===== src/rtl/piso_serializer.sv =====
// Parallel-in/serial-out stage: takes a WIDTH-bit word over valid/ready and shifts it out one bit per clock.
// Optional trailing even-parity bit is built in when PISO_PARITY_EN is defined.
module piso_serializer #(
    parameter int WIDTH     = 4,
    parameter bit MSB_FIRST = 1'b1
) (
    input  logic             clk,
    input  logic             rst,
    input  logic [WIDTH-1:0] data_in,
    input  logic             load_valid,
    output logic             load_ready,
    output logic             serial_out,
    output logic             serial_valid,
    output logic             frame_start,
    output logic             last_bit,
    output logic             busy
);
    localparam int CW = $clog2(WIDTH);

`ifdef PISO_PARITY_EN
    localparam bit PAR_EN = 1'b1;
    typedef enum logic [1:0] {IDLE, SHIFT, PARITY} state_t;
    logic par_q, par_d;
`else
    localparam bit PAR_EN = 1'b0;
    typedef enum logic [1:0] {IDLE, SHIFT} state_t;
`endif

    state_t           state_q, state_d;
    logic [WIDTH-1:0] shreg_q, shreg_d;
    logic [CW-1:0]    cnt_q, cnt_d;
    logic             so_q, so_d, sv_q, sv_d, fs_q, fs_d, lb_q, lb_d;
    logic             last_data, hs;

    // cnt_q is the index of the bit currently presented on serial_out
    assign last_data = (state_q == SHIFT) && (cnt_q == CW'(WIDTH-1));

`ifdef PISO_PARITY_EN
    assign load_ready = !rst && (state_q == IDLE || state_q == PARITY);
`else
    assign load_ready = !rst && (state_q == IDLE || last_data);
`endif

    assign hs = load_valid && load_ready;

    always_comb begin
        state_d = state_q;
        shreg_d = shreg_q;
        cnt_d   = cnt_q;
        so_d    = 1'b0;
        sv_d    = 1'b0;
        fs_d    = 1'b0;
        lb_d    = 1'b0;
`ifdef PISO_PARITY_EN
        par_d   = par_q;
`endif
        if (hs) begin
            state_d = SHIFT;
            cnt_d   = '0;
            so_d    = MSB_FIRST ? data_in[WIDTH-1] : data_in[0];
            shreg_d = MSB_FIRST ? (data_in << 1) : (data_in >> 1);
            sv_d    = 1'b1;
            fs_d    = 1'b1;
`ifdef PISO_PARITY_EN
            par_d   = ^data_in;
`endif
        end else begin
            case (state_q)
                SHIFT: begin
                    if (!last_data) begin
                        cnt_d   = cnt_q + 1'b1;
                        so_d    = MSB_FIRST ? shreg_q[WIDTH-1] : shreg_q[0];
                        shreg_d = MSB_FIRST ? (shreg_q << 1) : (shreg_q >> 1);
                        sv_d    = 1'b1;
                        lb_d    = !PAR_EN && (cnt_q == CW'(WIDTH-2));
                    end else begin
                        cnt_d = '0;
`ifdef PISO_PARITY_EN
                        state_d = PARITY;
                        so_d    = par_q;
                        sv_d    = 1'b1;
                        lb_d    = 1'b1;
`else
                        state_d = IDLE;
`endif
                    end
                end
`ifdef PISO_PARITY_EN
                PARITY: state_d = IDLE;
`endif
                default: state_d = IDLE;
            endcase
        end
    end

    always_ff @(posedge clk) begin
        if (rst) begin
            state_q <= IDLE;
            shreg_q <= '0;
            cnt_q   <= '0;
            so_q    <= 1'b0;
            sv_q    <= 1'b0;
            fs_q    <= 1'b0;
            lb_q    <= 1'b0;
`ifdef PISO_PARITY_EN
            par_q   <= 1'b0;
`endif
        end else begin
            state_q <= state_d;
            shreg_q <= shreg_d;
            cnt_q   <= cnt_d;
            so_q    <= so_d;
            sv_q    <= sv_d;
            fs_q    <= fs_d;
            lb_q    <= lb_d;
`ifdef PISO_PARITY_EN
            par_q   <= par_d;
`endif
        end
    end

    assign serial_out   = so_q;
    assign serial_valid = sv_q;
    assign frame_start  = fs_q;
    assign last_bit     = lb_q;
    assign busy         = (state_q != IDLE);
endmodule


===== config.mk =====
export PLATFORM = sky130hd
export DESIGN_NAME = piso_serializer
export DESIGN_NICKNAME = d
export VERILOG_FILES = /design/src/rtl/piso_serializer.sv
export SDC_FILE = /design/constraint.sdc
export NUM_CORES = 1
export LEC_CHECK = 0
export CAP_MARGIN = 20
export CORE_AREA = 10 10 47 49
export CTS_BUF_LIST = sky130_fd_sc_hd__clkbuf_16
export CTS_CLUSTER_DIAMETER = 80
export CTS_CLUSTER_SIZE = 40
export DETAILED_ROUTE_END_ITERATION = 12
export DIE_AREA = 0 0 57 59
export GPL_TIMING_DRIVEN = 0
export PLACE_DENSITY_LB_ADDON = 0.12
export RECOVER_POWER = 100
export SLEW_MARGIN = 0
export SYNTH_ARGS = -nofsm -noshare
export SYNTH_HDL_FRONTEND = slang
export SYNTH_SLANG_ARGS = --single-unit

===== constraint.sdc =====
create_clock -name clk -period 1.4 [get_ports clk]
set_clock_uncertainty 0.05 [all_clocks]
set_input_delay 0.42 -clock clk [delete_from_list [all_inputs] [get_ports clk]]
set_output_delay 0.42 -clock clk [all_outputs]
set_load 0.1 [all_outputs]

==> results.yml <==
floorplan:
  start_util_pct: 28.7
  fp-row-count: 14
  die_area_mm2: 0.00336
  fp.dieH_um: 59
  fp.dieW_um: 57
  core_mm2: 0.00140
  ioPinCount: 13
status:
  violations: "setup timing"
  outcome: "complete, but fails checks"
global_route:
  grt_max_degree: 11
  gr-total-overflow: 0
  grt_pass1_wl_mm: 1.62
  grt_antenna_before_repair: 0
  grt_use_total_pct: 6.40
  grt_pass1_vias: 358
clock_tree:
  cts_tree: "built"
  clockBufferDepth: 2
  cts_made_buffers: 3
  cts.sinks: 10
  insertion_delay_ps: 230
  cts_root_buffer: "clkbuf_16"
  htreeDepth: 1
  path_clk_slew_ps: 40
  cts_hold_buf: 0
setup_path:
  critPathCaptureType: "primary output"
  path_buf_inv: 1
  cpLargestDelayFamily: "flip-flops"
  crit_required_ps: 930
  max_stage_delay_ps: 340
  crit_fanout: 2
  path_cells: "ha_4, and2b_4, nor2_4, buf_12"
  cp_slowest_cell: "dfxtp_2"
  criticalPathCategory: "flip-flop to primary output"
  worstPathArrival_ps: 1170
  start_kind: "flip-flop"
detailed_routing:
  wire_per_inst_um: 12.7
  drc: 0
  vias: 327
  dr.pass1.iters: 3
  drt-initial-drc-count: 2
  detail_route.vias_per_cell: 4.36
  antenna_left: 0
  wl_um: 953
final_layout:
  nets: 69
  mostFrequentLayoutCells: "nor2_1, dfxtp_1, buf_4"
  syn_to_final_growth_pct: 62.3
  multi_input_area_um2: 199
  final_cells: 75
  design_area_um2: 652
  num-fill-cells: 139
  drive_gt1_share_pct: 35.6
  n_antenna_cell: 0
  regArea_um2: 206
synthesis:
  ys_types: 17
  syn_inst: 41
  synth.avg_cell_area_um2: 9.80
  ys_warn_count: 0
  ys_ff_latch: 10
  syn-num-nets: 50
  syn_area_um2: 402
  ys_seq_area_share_pct: 49.8
timing:
  period_minus_slack_ps: 1640
  setup_viol_count_final: 1
  setup_ws_ps: -243
  hold_viol: 0
  worst_slew_pin_slew_ps: 306
  timing.hold.ws_ps: 402
  slew_viol_final: 0
  fmax_mhz: 609
  slew_headroom_pct: 79.7
  min_period_over_period_pct: 117
  rsz0062_at_grt: "true"
placed_design:
  portBuffers: 10
  dp_slack_ps: -1030
  dp.cells: 67
  postPlaceCellArea_um2: 536
  hpwl_um: 706
  finalWeightedCongestion: 0.697
power_and_ir_drop:
  p_leak_nw: 0.283
  powerDensity_mw_per_mm2: 1480
  ir_drop_uv: 710
flow_run:
  drv_cap: 0
min_path:
  hold_path.class: "flip-flop to flip-flop"
kinds of logic after synthesis:
kind of cell / count (synthesis) / share of synthesized area (%)
AND/OR/NAND/NOR: 17 / 22.7
flip-flops: 10 / 49.8
AO/OA/AOI/OAI: 6 / 8.72
buffers and inverters: 3 / 4.98
multiplexers: 3 / 7.48
adder cells (fa/ha/maj): 2 / 6.23
per-layer routing:
metal | vias up | share of wire [%] | global-route usage (%)
li1 | 172 | - | -
met1 | 145 | 41 | 6.17
met2 | 8 | 51 | 10.2
met3 | 2 | 6.9 | 3.22
met4 | 0 | 1.0 | 5.03
met5 | - | 0 | 0
layout make-up:
type,instances,area share (%)
timing repair buffer,14,19.6
tap,16,3.07
inverter,1,0.576
multi-input combinational,28,30.5
clock inverter,1,0.576
sequential,10,31.7
buffer,2,2.50
clock buffer,3,11.5
registers in the layout (all words and copies together), names as in the netlist:
signal	cells
serial_out	1
last_bit	1
state_q	1
serial_valid	1
shreg_q	3
cnt_q	2
frame_start	1
cells in the mapped netlist (all sizes together):
cell	n	area, um2
nand3	1	5.00
inv	1	3.75
a21oi	4	20.0
a211oi	2	15.0
ha	2	25.0
dfxtp	10	200
nand2	1	3.75
nor3	1	5.00
nor3b	3	22.5
mux2i	3	30.0
buf	2	16.3
and2	1	6.26
and2b	1	10.0
nor2	8	32.5
nand2b	1	6.26
power breakdown:
part           internal, W  leakage [nW]  switching [W]
clock network     0.000372        0.0423       0.000114
registers         0.000303        0.0838     0.00000977
logic            0.0000570         0.157       0.000108
stage by stage:
step	setup TNS (ps)	total power [W]	util [%]
floorplan	-348	0.000432	-
global placement	-3520	0.000469	38.2
detailed placement	-3550	0.000473	38.2
CTS	-249	0.000980	46.5
global route	-277	0.00100	46.5
finish	-243	0.000965	46.5
path summary, 6_finish.rpt:
check / from / to / slack (ps) / cells past startpoint
min: shreg_q[3] / serial_out / 400 / 2
max reg2reg: cnt_q[0] / last_bit / 200 / 4
max: cnt_q[0] / load_ready / -240 / 4
min reg2reg: shreg_q[3] / serial_out / 400 / 2
worst register-to-register path: cells and delay by family, from the launching register on:
| kind | cells | cell delay [ps] |
|---|---|---|
| AND/OR/NAND/NOR | 2 | 460 |
| flip-flops | 1 | 320 |
| adder cells (fa/ha/maj) | 1 | 150 |
| buffers and inverters | 1 | 130 |
repair_timing:
item | CTS | global route
endpoints found under the hold margin | 0 | 0
buffers inserted | 4 | 0
setup endpoints to repair | 6 | 1
resized for setup | 40 | 0
pin swaps | 2 | 0
gates cloned | 0 | 0
No activity file was read; power rests on OpenSTA's default activity.
